**src/rtl/mem_access_sequencer.sv**
```systemverilog
// Transaction sequencer for the shared bit-serial memory port: address phase, misalignment
// check, optional read-latency wait, data phase and store strobe, with round-robin fetch/LSU arbitration.
module mem_access_sequencer #(
    parameter int ADDR_BITS    = 12,
    parameter int DATA_BITS    = 32,
    parameter int READ_LATENCY = 1
) (
    input  logic       clk,
    input  logic       rst,
    input  logic       fetch_req,
    input  logic       ls_req,
    input  logic       ls_write,
    input  logic [2:0] ls_func,
    input  logic       ser_misaligned,
    output logic       grant_fetch,
    output logic       grant_ls,
    output logic [4:0] ser_bit_pos,
    output logic       ser_mode,
    output logic [2:0] ser_func,
    output logic       bit_valid,
    output logic       mem_we,
    output logic       done,
    output logic       fault
);
    typedef enum logic [2:0] {IDLE, ADDR, CHECK, WAIT, DATA, WRITE, DONE} state_t;

    localparam logic [4:0] ADDR_LAST  = 5'(ADDR_BITS - 1);
    localparam logic [4:0] DATA_LAST  = 5'(DATA_BITS - 1);
    localparam logic [4:0] CHECK_POS  = 5'(ADDR_BITS);
    localparam logic [2:0] WAIT_LAST  = 3'(READ_LATENCY - 1);
    localparam logic [2:0] FETCH_FUNC = 3'b010;

    state_t     state_q, state_d;
    logic [4:0] pos_q, pos_d;
    logic [2:0] wait_q, wait_d;
    logic [2:0] func_q, func_d;
    logic       write_q, write_d;
    logic       own_ls_q, own_ls_d;
    logic       rr_ls_last_q, rr_ls_last_d;
    logic       grant_fetch_q, grant_fetch_d;
    logic       grant_ls_q, grant_ls_d;
    logic       ser_mode_q, ser_mode_d;
    logic       bit_valid_q, bit_valid_d;
    logic       mem_we_q, mem_we_d;
    logic       done_q, done_d;
    logic       pick_ls;
    logic       busy;

    always_comb begin
        state_d      = state_q;
        pos_d        = pos_q;
        wait_d       = wait_q;
        func_d       = func_q;
        write_d      = write_q;
        own_ls_d     = own_ls_q;
        rr_ls_last_d = rr_ls_last_q;
        // On a tie the requester that did not win last time gets the port.
        pick_ls      = ls_req && (!fetch_req || !rr_ls_last_q);

        case (state_q)
            IDLE: begin
                if (fetch_req || ls_req) begin
                    state_d      = ADDR;
                    pos_d        = '0;
                    own_ls_d     = pick_ls;
                    rr_ls_last_d = pick_ls;
                    func_d       = pick_ls ? ls_func : FETCH_FUNC;
                    write_d      = pick_ls && ls_write;
                end
            end
            ADDR: begin
                if (pos_q == ADDR_LAST) begin
                    state_d = CHECK;
                    pos_d   = CHECK_POS;
                end else begin
                    pos_d = pos_q + 5'd1;
                end
            end
            CHECK: begin
                pos_d = '0;
                if (ser_misaligned) begin
                    state_d = IDLE;
                end else if (!write_q && READ_LATENCY > 0) begin
                    state_d = WAIT;
                    wait_d  = WAIT_LAST;
                end else begin
                    state_d = DATA;
                end
            end
            WAIT: begin
                if (wait_q == 3'd0) state_d = DATA;
                else                wait_d  = wait_q - 3'd1;
            end
            DATA: begin
                if (pos_q == DATA_LAST) begin
                    state_d = write_q ? WRITE : DONE;
                    pos_d   = '0;
                end else begin
                    pos_d = pos_q + 5'd1;
                end
            end
            WRITE:   state_d = DONE;
            DONE:    state_d = IDLE;
            default: state_d = IDLE;
        endcase

        if (state_d == IDLE) begin
            pos_d   = '0;
            func_d  = '0;
            write_d = 1'b0;
        end

        // Outputs are decoded from the next state so they register in step with it.
        busy          = (state_d != IDLE);
        grant_fetch_d = busy && !own_ls_d;
        grant_ls_d    = busy && own_ls_d;
        ser_mode_d    = (state_d == ADDR) || (state_d == CHECK);
        bit_valid_d   = (state_d == ADDR) || (state_d == DATA);
        mem_we_d      = (state_d == WRITE);
        done_d        = (state_d == DONE);
    end

    always_ff @(posedge clk or posedge rst) begin
        if (rst) begin
            state_q       <= IDLE;
            pos_q         <= '0;
            wait_q        <= '0;
            func_q        <= '0;
            write_q       <= 1'b0;
            own_ls_q      <= 1'b0;
            rr_ls_last_q  <= 1'b1;
            grant_fetch_q <= 1'b0;
            grant_ls_q    <= 1'b0;
            ser_mode_q    <= 1'b0;
            bit_valid_q   <= 1'b0;
            mem_we_q      <= 1'b0;
            done_q        <= 1'b0;
        end else begin
            state_q       <= state_d;
            pos_q         <= pos_d;
            wait_q        <= wait_d;
            func_q        <= func_d;
            write_q       <= write_d;
            own_ls_q      <= own_ls_d;
            rr_ls_last_q  <= rr_ls_last_d;
            grant_fetch_q <= grant_fetch_d;
            grant_ls_q    <= grant_ls_d;
            ser_mode_q    <= ser_mode_d;
            bit_valid_q   <= bit_valid_d;
            mem_we_q      <= mem_we_d;
            done_q        <= done_d;
        end
    end

    assign grant_fetch = grant_fetch_q;
    assign grant_ls    = grant_ls_q;
    assign ser_bit_pos = pos_q;
    assign ser_mode    = ser_mode_q;
    assign ser_func    = func_q;
    assign bit_valid   = bit_valid_q;
    assign mem_we      = mem_we_q;
    assign done        = done_q;
    // The misalignment flag only becomes valid in the check cycle, so the abort pulse follows it there.
    assign fault       = (state_q == CHECK) && ser_misaligned;
endmodule
```
**config.mk**
```make
export PLATFORM = sky130hd
export DESIGN_NAME = mem_access_sequencer
export DESIGN_NICKNAME = d
export VERILOG_FILES = /design/src/rtl/mem_access_sequencer.sv
export SDC_FILE = /design/constraint.sdc
export NUM_CORES = 1
export LEC_CHECK = 0
export ABC_AREA = 1
export CORE_MARGIN = 1.5
export CORE_UTILIZATION = 55
export DETAILED_ROUTE_END_ITERATION = 12
export PLACE_DENSITY = 0.87
export SYNTH_ARGS = -nofsm -noshare
export SYNTH_HDL_FRONTEND = slang
export SYNTH_SLANG_ARGS = --single-unit
```
**constraint.sdc**
```tcl
create_clock -name clk -period 4.3 [get_ports clk]
set_input_delay 0.86 -clock clk [delete_from_list [all_inputs] [get_ports clk]]
set_output_delay 0.86 -clock clk [all_outputs]
set_load 0.01 [all_outputs]
```
==> flow_summary.json, run 1 <==
{
  "finalSetupTns_ns": 0,
  "async_reset_ff_share_pct": 100,
  "comb_power_share_pct": 52.1,
  "grt_pass1_wl_mm": 4.14,
  "slew_headroom_pct": 44.5,
  "yosysMostFrequentCell": "nand2_1",
  "synth_fp_nets": 183,
  "area_delta_synth_final_pct": 21.8,
  "netlist_top_cells_count": "nand2_1 (57), inv_1 (34), dfrtp_1 (22), nor2_1 (13)",
  "path_cells": "clkdlybuf4s50_1 > inv_1 > nor2_1 > clkdlybuf4s50_1",
  "synthCells": 170,
  "grt_busiest_layer": "met2",
  "rows": 17,
  "layout-drive-gt1-share_pct": 9.23,
  "regToRegSetupSlack_ns": 2.16,
  "power_frac_seq_pct": 37.5,
  "ir_drop_uv": 390,
  "cts_hold_buffers": 0,
  "crit_required_ns": 3.44,
  "cts_setup_buffers": 0,
  "fin_crit_sh_pct": 66.9,
  "io_buffers": 23,
  "hold_violations": 0,
  "syn_area_mm2": 0.00126,
  "crit_family": "buffers and inverters",
  "finalWirelength_mm": 2.30,
  "holdWs_ns": 0.482,
  "status": "finished clean",
  "fp.dieW_um": 50.9,
  "rsz0062_at_grt": "false",
  "clock_path_buffers": 2,
  "cp_num_buf_inv": 3,
  "cts.sinks": 23,
  "cellPowerDensity_mw_per_mm2": 607,
  "seq_area_um2": 577,
  "critPathArrivalTime_ns": 2.02,
  "io_pins": 24,
  "pre_cts_slack_ns": 1.42,
  "yosys_warnings": 0,
  "p_total_w": 0.000933,
  "wire_per_inst_um": 10.3,
  "synth.top_cell.area_share_pct": 43.6,
  "antenna_found_initial": 0,
  "initial_utilization_pct": 57.6,
  "synth-seq-cells": 23,
  "grt_start_max_net_pins": 24,
  "r2r-start": "ser_bit_pos[0]",
  "viasPerCell": 4.92,
  "clk_latency_ns": 0.31,
  "synth_ff_type": "dfrtp_1",
  "synth_edf_count": 0,
  "hold_class": "register to register",
  "ant_nets": 0,
  "switchingPower_w": 0.000400,
  "cts_buffers": 3,
  "crit_type": "input port to output port",
  "max_freq_mhz": 347,
  "setup_ws_ns": 1.42,
  "reg2reg_to": "ser_bit_pos[3]",
  "synth_largest_area_cell": "dfrtp_1",
  "ys_top_cells_by_area": "dfrtp_1 (44%), nand2_1 (17%), inv_1 (10%)",
  "worst_slew_pin_slew_ns": 0.832,
  "grt_util_met1_pct": 26.7,
  "use_met3_pct": 4.09,
  "syn-mean-instance-area_um2": 7.43,
  "htreeDepth": 1,
  "gp_congestion": 0.831,
  "fillers": 180,
  "grt_util_met2_pct": 35.3,
  "crit_path_end_kind": "output port",
  "min_from": "wait_q[2]",
  "fin_nets": 209,
  "core_area_mm2": 0.00219,
  "drtIter0Drc": 10,
  "synth_cell_type_count": 22,
  "setup_viol": 0,
  "drc_errors": 0,
  "swShare_pct": 42.9,
  "hold_depth": 1,
  "maxCapViolations": 0,
  "path_depth": 4,
  "dpl.hpwl_mm": 1.79,
  "drv_slew": 0,
  "final_util_pct": 70.2,
  "min_to": "wait_q[2]",
  "grt_overflow": 0,
  "multi_input_area_um2": 538,
  "cts_tree": "built",
  "critPathMaxStageDelay_ns": 0.53,
  "r2r.worst_path.cells": 13,
  "diodes": 0,
  "grt_pass1_vias": 1023,
  "die_h_um": 50.9,
  "root_buffer": "clkbuf_4",
  "yosysSeqAreaShare_pct": 45.7,
  "crit_path_frequent_cell": "clkdlybuf4s50_1",
  "p_leak_nw": 0.882,
  "clkPwrFrac_pct": 10.4,
  "die_area_mm2": 0.00259,
  "slowest_stage": "clkdlybuf4s50_1",
  "worst-path-max-fanout": 2,
  "drt_pass1_iterations": 4,
  "vias": 1098,
  "post_cts_resize_count": 0,
  "period_minus_slack_ns": 2.88,
  "cell_internal_pwr_w": 0.000533,
  "clk_pin_slew_ns": 0.12,
  "grt.total_usage_pct": 20.8,
  "fin_skew_ns": 0.00773,
  "crit_path_start_kind": "input port"
}
## power by group through the flow
stage	combinational (W)	clock [W]	sequential, W
after detailed placement	0.000489	0	0.000355
after floorplan	0.000328	0	0.000368
after global placement	0.000469	0	0.000350
after CTS	0.000491	0.000101	0.000350
final	0.000486	0.0000967	0.000350
after global routing	0.000562	0.000108	0.000359
## per-stage QoR
step	instances	cell area, um^2
CTS	223	1540
finish	223	1540
global placement	219	1510
global route	223	1540
detailed placement	219	1510
floorplan	170	1260
## how the worst max path moves through the flow
stage	from	end	slack, ns
detailed placement	ser_misaligned	fault	1.42
floorplan	ser_misaligned	fault	2.38
finish	ser_misaligned	fault	1.42
CTS	ser_misaligned	fault	1.42
global placement	ser_misaligned	fault	1.43
global route	ser_misaligned	fault	1.36
## kinds of logic (layout without fill, tap and decap cells)
family,count (synthesis),in the layout,share of synthesized area (%)
AND/OR/NAND/NOR,93,93,32.7
XOR/XNOR,1,1,0.694
AO/OA/AOI/OAI,12,12,5.25
flip-flops,23,23,45.7
adder cells (fa/ha/maj),4,4,3.96
buffers and inverters,37,62,11.7
## worst reg2reg max path, stage by stage (launching register included)
cell	delay [ns]
dfrtp_1	0.43
ha_1	0.24
nand2_1	0.09
nor2_1	0.10
ha_1	0.23
inv_1	0.08
nand2_1	0.06
nand2_1	0.05
nand2_1	0.09
nand3_1	0.12
nor2_4	0.13
nand3_2	0.24
nand2_1	0.14
inv_1	0.04
## cells in the final DEF (no fill, tap or decap), types with 2 or more instances in the layout
| cell | netlist | final |
|---|---|---|
| nand3_1 | 8 | 8 |
| ha_1 | 4 | 4 |
| nand2_1 | 57 | 57 |
| o21ai_0 | 8 | 8 |
| clkdlybuf4s50_1 | 0 | 23 |
| clkbuf_4 | 0 | 3 |
| nor2_2 | 3 | 3 |
| dfrtp_1 | 22 | 22 |
| nor2_4 | 2 | 2 |
| nand3b_1 | 2 | 2 |
| nor2_1 | 13 | 13 |
| nand2_2 | 6 | 6 |
| inv_1 | 34 | 34 |
## metal layers
| layer | vias up | share of wire, % |
|---|---|---|
| li1 | 557 | - |
| met1 | 519 | 44 |
| met2 | 20 | 51 |
| met3 | 2 | 3.7 |
| met4 | 0 | 0.78 |
| met5 | - | 0 |
## state kept, by name, summed over array words and instances (netlist names), 3 cells and up
register     count
ser_bit_pos      5
ser_func         3
state_q          3
wait_q           3
## cell type report
type / instances / area share [%]
inverter: 35 / 8.54
clock buffer: 4 / 1.71
tap: 28 / 2.28
sequential: 23 / 37.5
multi-input combinational: 110 / 35.0
timing repair buffer: 23 / 15.0
No activity file was read; power rests on OpenSTA's default activity.
==> run 2: changes to the inputs <==
- CORE_UTILIZATION: 55 -> 51
- PLACE_DENSITY: 0.87 -> 0.82
- clock period: 4.3 -> 2.67 ns (I/O delays scaled with it)
==> run 2 against run 1 <==
Effect of this change: non-clock buffer count grew 1; cell count increased by 0.45%; hold slack got worse by 0.0054 ns; critical endpoint unchanged.
==> flow_summary.json, run 2 (same netlist as run 1, synthesis figures left out) <==
{
  "dp.cells": 220,
  "grt_overflow": 0,
  "layout-drive-gt1-share_pct": 9.69,
  "crit_path_frequent_cell": "clkdlybuf4s50_1",
  "regToRegSetupSlack_ns": 0.59,
  "status": "finished clean",
  "grt_pass1_wl_mm": 4.19,
  "cp_num_buf_inv": 3,
  "max_freq_mhz": 447,
  "hold_class": "register to register",
  "wire_per_inst_um": 10.5,
  "die_area_mm2": 0.00278,
  "core_area_mm2": 0.00228,
  "worst-path-max-fanout": 2,
  "drc_errors": 0,
  "io_pins": 24,
  "period_minus_slack_ns": 2.24,
  "clock_path_buffers": 2,
  "dpl.hpwl_mm": 1.83,
  "grt.total_usage_pct": 20.6,
  "viasPerCell": 4.72,
  "cts_hold_buffers": 0,
  "antenna_found_initial": 0,
  "mostFrequentLayoutCell": "nand2_1",
  "grt_start_max_net_pins": 24,
  "crit_path_start_kind": "input port",
  "die_h_um": 52.8,
  "cts_buffers": 3,
  "worst_slew_pin_slew_ns": 0.857,
  "finalNonFillerCells": 224,
  "ant_nets": 0,
  "cts.sinks": 23,
  "post_cts_resize_count": 0,
  "crit_type": "input port to output port",
  "layout_common_cells": "nand2_1 (57), inv_1 (34), clkdlybuf4s50_1 (23), dfrtp_1 (22), nor2_1 (13)",
  "grt_pass1_vias": 1030,
  "critPathArrivalTime_ns": 1.70,
  "maxCapViolations": 0,
  "final_util_pct": 67.9,
  "crit_path_end_kind": "output port",
  "fin_crit_sh_pct": 83.8,
  "htreeDepth": 1,
  "comb_power_share_pct": 52.2,
  "slew_headroom_pct": 42.8,
  "switchingPower_w": 0.000650,
  "drt_pass1_iterations": 4,
  "rows": 17,
  "clk_latency_ns": 0.30,
  "clkPwrFrac_pct": 10.5,
  "root_buffer": "clkbuf_4",
  "clk_pin_slew_ns": 0.12,
  "fp.dieW_um": 52.8,
  "swShare_pct": 42.9,
  "gp_congestion": 0.896,
  "finalSetupTns_ns": 0,
  "crit_family": "buffers and inverters",
  "setup_viol": 0,
  "p_leak_nw": 0.886,
  "hold_violations": 0,
  "fin_skew_ns": 0.00253,
  "path_depth": 4,
  "cellPowerDensity_mw_per_mm2": 981,
  "fillers": 207,
  "drv_slew": 0,
  "fin_nets": 210,
  "io_buffers": 23,
  "crit_end": "fault",
  "r2r.worst_path.cells": 13,
  "power_frac_seq_pct": 37.3,
  "cts_tree": "built",
  "initial_utilization_pct": 55.5,
  "r2r-start": "ser_bit_pos[0]",
  "cell_internal_pwr_w": 0.000866,
  "reg2reg_to": "ser_func[1]",
  "critPathMaxStageDelay_ns": 0.53,
  "slowest_stage": "clkdlybuf4s50_1",
  "area_delta_synth_final_pct": 22.4,
  "drtIter0Drc": 16,
  "crit_start": "ser_misaligned",
  "seq_area_um2": 577,
  "path_cells": "clkdlybuf4s50_1 > inv_1 > nor2_1 > clkdlybuf4s50_1",
  "cts_setup_buffers": 0,
  "largest_register_ffs": 5,
  "rsz0062_at_grt": "false",
  "vias": 1058,
  "crit_required_ns": 2.14,
  "ir_drop_uv": 618,
  "multi_input_area_um2": 538,
  "finalWirelength_mm": 2.36,
  "diodes": 0
}
run 2: cell count changes in the layout (fill, tap and decap cells not counted), sizes merged:
cell	previous run	this run
buf	0	1
run 2: power groups by stage:
stage	Sequential [W]	Clock [W]	Combinational [W]
finish	0.000566	0.000159	0.000791
global route	0.000583	0.000178	0.000916
detailed placement	0.000573	0	0.000793
global placement	0.000567	0	0.000764
floorplan	0.000593	0	0.000528
CTS	0.000566	0.000165	0.000798
run 2: how the worst min path moves through the flow:
stage,end,startpoint,cells after the start
6_report,wait_q[2],wait_q[2],1
5_1_grt,wait_q[2],wait_q[2],1
4_1_cts,wait_q[2],wait_q[2],1
3_5_place_dp,wait_q[2],wait_q[2],1
3_3_place_gp,wait_q[2],wait_q[2],1
2_1_floorplan,wait_q[2],wait_q[2],1
run 2: area by class of cell:
type | instances | area share, %
Tap cell | 28 | 2.27
Multi-Input combinational cell | 110 | 34.8
Sequential cell | 23 | 37.3
Inverter | 35 | 8.50
Clock buffer | 4 | 1.70
Timing Repair Buffer | 24 | 15.4
run 2: per-stage QoR:
step                      setup slack (ns)  hold slack, ns  cell area [um^2]  power [W]
after floorplan                      0.851           0.434              1260    0.00112
after CTS                            0.433           0.479              1550    0.00153
final                                0.433           0.477              1550    0.00152
after detailed placement             0.436           0.462              1520    0.00137
after global routing                 0.269           0.499              1550    0.00168
after global placement               0.452           0.445              1520    0.00133
run 2: layer usage:
metal  GRT usage, %  up-vias  wire [um]
met3           3.71        2         81
met5              0        -          0
li1               -      556          -
met1           23.9      480       1080
met2           37.5       20       1190
met4           7.26        0         17
==> run 3: changes to the inputs <==
- CORE_UTILIZATION: 51 -> 46
- PLACE_DENSITY: 0.82 -> 0.78
- clock period: 2.67 -> 1.85 ns (I/O delays scaled with it)
==> run 3 against run 2 <==
Effect of this change: hold slack got worse by 0.11 ns; via count grew 12%; the run now ends with setup timing left; clock power grew 45%; count of clock-buffer cells in the layout decreased by 1; cell area up 13%; clock skew grew 0.00077 ns; worst setup slack lost 0.45 ns; wire length grew 24%; power increased by 67%; sequential power increased by 39%; flip-flop and latch count unchanged; critical path type is now register to register.
==> flow_summary.json, run 3 (same netlist as run 1, synthesis figures left out) <==
{
  "comb_power_share_pct": 59.7,
  "mostFrequentLayoutCell": "nand2_1",
  "seq_area_um2": 577,
  "io_pins": 24,
  "worst_slew_pin_slew_ns": 0.441,
  "dpl.hpwl_mm": 2.01,
  "cts.sinks": 23,
  "power_frac_seq_pct": 31.2,
  "finalWirelength_mm": 2.92,
  "layout_common_cells": "nand2_1 (48), inv_1 (30), dfrtp_1 (22), clkdlybuf4s50_1 (21), buf_4 (17)",
  "gp_congestion": 0.817,
  "period_minus_slack_ns": 1.87,
  "topRoutingLayerUsed": "met4",
  "critPathArrivalTime_ns": 2.10,
  "placed_area_mm2": 0.00162,
  "design_area_mm2": 0.00175,
  "vias": 1182,
  "clk_pin_slew_ns": 0.12,
  "antenna_found_initial": 0,
  "die_h_um": 55.4,
  "grt.total_usage_pct": 18.4,
  "fin_crit_sh_pct": 101,
  "fin_skew_ns": 0.00330,
  "htreeDepth": 1,
  "fin_nets": 227,
  "clkPwrFrac_pct": 9.1,
  "cellPowerDensity_mw_per_mm2": 1440,
  "crit_path_start_kind": "register",
  "setup_ws_ns": -0.0177,
  "area_delta_synth_final_pct": 38.7,
  "p_leak_nw": 0.995,
  "grt_pass1_wl_mm": 4.55,
  "wl_met3_um": 154,
  "die_area_mm2": 0.00307,
  "ir_drop_uv": 962,
  "root_buffer": "clkbuf_4",
  "drtIter0Drc": 27,
  "drv_slew": 0,
  "ant_nets": 0,
  "crit_path_end_kind": "register",
  "swShare_pct": 44.2,
  "slew_headroom_pct": 70.4,
  "max_freq_mhz": 535,
  "status": "finished with violations",
  "drc_errors": 0,
  "cell_internal_pwr_w": 0.00141,
  "hold_violations": 0,
  "setup_viol": 3,
  "layout-drive-gt1-share_pct": 25.4,
  "fillers": 215,
  "rows": 18,
  "largest_register_ffs": 5,
  "hold_class": "input port to async pin",
  "rsz0062_at_grt": "true",
  "regToRegSetupSlack_ns": -0.02,
  "grt_start_max_net_pins": 24,
  "crit_type": "register to register",
  "cts_tree": "built",
  "viasPerCell": 4.86,
  "wire_per_inst_um": 12.0,
  "worst-path-max-fanout": 6,
  "grt_overflow": 0,
  "grt_pass1_vias": 1138,
  "io_buffers": 23,
  "switchingPower_w": 0.00112,
  "drt-met1-wl_mm": 1.15,
  "core_area_mm2": 0.00254,
  "crit_required_ns": 2.08,
  "violations": "setup timing",
  "clock_path_buffers": 2,
  "diodes": 0,
  "cts_hold_buffers": 0,
  "fp.dieW_um": 55.4,
  "wl_met2_mm": 1.55,
  "drt_pass1_iterations": 5,
  "maxCapViolations": 0,
  "cts_buffers": 3,
  "clk_latency_ns": 0.32,
  "initial_utilization_pct": 49.6,
  "multi_input_area_um2": 618,
  "p_total_w": 0.00253
}
[run 3: changes by cell type in the layout (fill, tap and decap cells not counted), sizes merged]
cell / previous run / this run
clkinv: 0 / 1
nand3: 9 / 10
dlymetal6s2s: 0 / 1
clkbuf: 4 / 3
dlygate4sd2: 0 / 1
clkdlybuf4s50: 23 / 21
buf: 1 / 17
[run 3: final timing paths]
| path | startpoint | to | depth (start not counted) |
|---|---|---|---|
| worst max-delay path | ser_bit_pos[1] | ser_func[1] | 13 |
| worst min-delay path | rst | ser_bit_pos[1] | 3 |
| worst max register to register | ser_bit_pos[1] | ser_func[1] | 13 |
| worst min register to register | wait_q[2] | wait_q[2] | 1 |
| max in group asynchronous | rst | rr_ls_last_q | 3 |
| min in group clk | wait_q[2] | wait_q[2] | 1 |
[run 3: power by group through the flow]
stage                     combinational (W)  sequential [W]  clock, W
final                               0.00151        0.000789  0.000231
after global routing                0.00169        0.000808  0.000262
after CTS                           0.00133        0.000790  0.000237
after detailed placement            0.00128        0.000804         0
after global placement              0.00124        0.000793         0
after floorplan                    0.000762        0.000856         0
[run 3: worst max-delay path, cell delays in order, from the launching register on]
cell and delay [ns]:
dfrtp_1 0.37, ha_2 0.19, nand2_2 0.07, nor2_4 0.13, ha_4 0.16, inv_2 0.05, nand2_2 0.05, nand2_2 0.05
nand2_2 0.08, nand3_2 0.10, nor2_4 0.21, nand3_4 0.17, nand2_1 0.11, inv_1 0.05
[run 3: layer usage]
| layer | global-route usage, % | vias to the layer above |
|---|---|---|
| met5 | 0 | - |
| met4 | 5.23 | 0 |
| met3 | 6.09 | 10 |
| met2 | 34.5 | 34 |
| met1 | 19.3 | 544 |
| li1 | - | 594 |
[run 3: repair_timing]
action	CTS	global route
pin swaps	1	8
gates resized for setup	2	22
endpoints found under the setup margin	12	13
buffers inserted	1	2
cloned	0	1
[run 3: through the flow]
stage	TNS, ns	hold WS [ns]	utilization (%)	std cells	setup slack, ns
CTS	-0.00529	0.378	65.2	240	-0.00529
global placement	-0.0346	0.454	63.6	235	-0.0346
global route	-1.16	0.409	68.8	243	-0.163
finish	-0.0216	0.363	68.8	243	-0.0177
detailed placement	-0.615	0.461	63.6	235	-0.0744
floorplan	0	0.371	-	170	0.0312
[run 3: final cells by class]
class                      instances  area share, %
inverter                          35           7.51
clock inverter                     1          0.286
tap                               30           2.14
multi-input combinational        111           35.3
timing repair buffer              40           20.5
sequential                        23           33.0
clock buffer                       3           1.29
==> edit (config.mk and constraints of run 3) <==
Encoding of `state_t`: now one-hot (7 bits for 7 states).
--- a/src/rtl/mem_access_sequencer.sv
+++ b/src/rtl/mem_access_sequencer.sv
@@ -23,5 +23,5 @@
     output logic       fault
 );
-    typedef enum logic [2:0] {IDLE, ADDR, CHECK, WAIT, DATA, WRITE, DONE} state_t;
+    typedef enum logic [6:0] {IDLE = 7'b0000001, ADDR = 7'b0000010, CHECK = 7'b0000100, WAIT = 7'b0001000, DATA = 7'b0010000, WRITE = 7'b0100000, DONE = 7'b1000000} state_t;
 
     localparam logic [4:0] ADDR_LAST  = 5'(ADDR_BITS - 1);
Behaviour: no difference found for any inputs over 10 cycles, from zero or initial values and one cycle with rst high; not proved beyond that.
==> edit against run 3 <==
Routed wire length is 5.4% higher. Final area is 10% higher. Synthesized cell count is 1.8% higher. Global-route usage is 1.1 points higher. First-iteration DRC count is 44% higher. Area after synthesis is 21% higher. Clock skew is 0.74 ps lower. Worst setup slack better by 130 ps. Sequential cell count is 4 higher.
Power is not compared: it rests on default switching activity, and its combinational part moved more than twofold at a synthesized area within 25%.
==> edit: results (changes against run 3) <==
.. list-table::
   :header-rows: 1

   * - Metric
     - Value
   * - Final cycle utilization of the critical path
     - 94.2% (-6.8 points)
   * - First DRT Iteration DRCs
     - 39 (+44%)
   * - Flip-flop count of the largest register after layout
     - 7 (+2)
   * - Worst setup timing slack at the placement stage
     - -87.5 ps (-13.1 ps)
   * - RR Endpoint
     - bit_valid
   * - Adder-cell share of the synthesized area
     - 4.08% (+0.12 points)
   * - Kind of cell with the highest combined delay on the critical path
     - buffers and inverters
   * - Crit path capture
     - ser_bit_pos[2]
   * - Xor/xnor cell area share of the yosys netlist
     - 1.14% (+0.45 points)
   * - Ratio of routed vias to standard cells
     - 4.91 (+0.84%)
   * - Clock distribution area overhead in the final layout
     - 1.43% (-0.14 points)
   * - Clock slew at the register clock pins of the worst setup and hold paths
     - 140 ps (+20 ps)
   * - Share of post-route cells with drive strength above 1
     - 26.8% (+1.4 points)
   * - Most area-consuming cells after synthesis
     - sky130_fd_sc_hd__dfrtp_1 41%, sky130_fd_sc_hd__nand2_1 11%, sky130_fd_sc_hd__inv_1 4.4%
   * - Cells on worst reg2reg path
     - 11 (-2)
   * - Critical path's largest stage delay
     - 570 ps (+200 ps)
   * - Maximum number of pins on one net before global-route repair
     - 28 (+17%)
   * - Most frequent cells after synthesis
     - 43 x sky130_fd_sc_hd__nand2_1, 25 x sky130_fd_sc_hd__dfrtp_1, 18 x sky130_fd_sc_hd__inv_1
   * - Slew of the pin with the lowest slew margin
     - 451 ps (+9.71 ps)
   * - NonClk Buf Share
     - 15.2% (-5.3 points)
   * - Slowest cell on the critical path
     - sky130_fd_sc_hd__clkdlybuf4s50_1
   * - Post-cts sizing count
     - 4 (+2)
   * - Final RePlAce weighted congestion
     - 0.771 (-5.6%)
   * - Fillcell total
     - 290 (+35%)
   * - Sequential element share of the synthesized area
     - 44.3% (-1.4 points)
   * - Syn nets
     - 187 (+2.2%)
   * - Detailed-placement wirelength estimate
     - 2350 µm (+17%)
   * - Reg2Reg Setup Slack
     - 210 ps (+230 ps)
   * - Overall track demand over capacity in global routing
     - 19.5% (+1.1 points)
   * - Flip-flop and latch area
     - 678 µm² (+18%)
   * - Non-clock inverter count
     - 25 (-29%)
   * - Post-route core utilization
     - 62.1% (-6.7 points)
   * - Proportion of cell area occupied by registers
     - 35.2% (+2.2 points)
   * - Length of the first detailed-routing pass in iterations
     - 4 (-1)
   * - CP startpoint
     - ser_bit_pos[2]
   * - Global-route wire length before repair
     - 5270 µm (+16%)
   * - Number of buffers added for setup after CTS
     - 2 (+1)
   * - Endpoint arrival time on the critical path
     - 1370 ps (-730 ps)
   * - Buffers excl. clock
     - 32 (-20%)
   * - Detail-routed net length per standard cell
     - 12.2 µm (+1.2%)
   * - Cell area reported after detailed placement
     - 0.00186 mm² (+15%)
   * - Launching point of the worst reg2reg path
     - ser_bit_pos[0]
   * - Final nets
     - 224 (-1.3%)
   * - Number of combinational gates with multiple inputs
     - 121 (+9.0%)
   * - Status
     - finished clean
   * - Count of endpoints failing setup in the final report
     - 0 (-3)
edit: cell count changes after synthesis, moves of 2 or more:
cell / change
sky130_fd_sc_hd__dfrtp_1: +3
sky130_fd_sc_hd__nand3_1: +3
sky130_fd_sc_hd__nand3_4: +2
sky130_fd_sc_hd__o21ai_1: +3
sky130_fd_sc_hd__nand2_4: +6
sky130_fd_sc_hd__nand2_2: -4
sky130_fd_sc_hd__inv_1: -16
sky130_fd_sc_hd__nor2_1: -4
sky130_fd_sc_hd__nor2_8: +2
sky130_fd_sc_hd__inv_2: +6
sky130_fd_sc_hd__nor2_2: +5
sky130_fd_sc_hd__nand2_1: -14
sky130_fd_sc_hd__nand4_1: +5
edit: routing by layer:
layer	track usage, %	part of all wire [%]
met4	8.39	2.1
met5	0	0
met3	2.77	2.8
met2	33.0	53
met1	24.9	42
edit: metrics by stage:
step	instances	hold slack, ps
6_report	253	383
5_1_grt	253	413
4_1_cts	252	391
3_5_place_dp	246	452
3_3_place_gp	246	449
2_1_floorplan	173	421
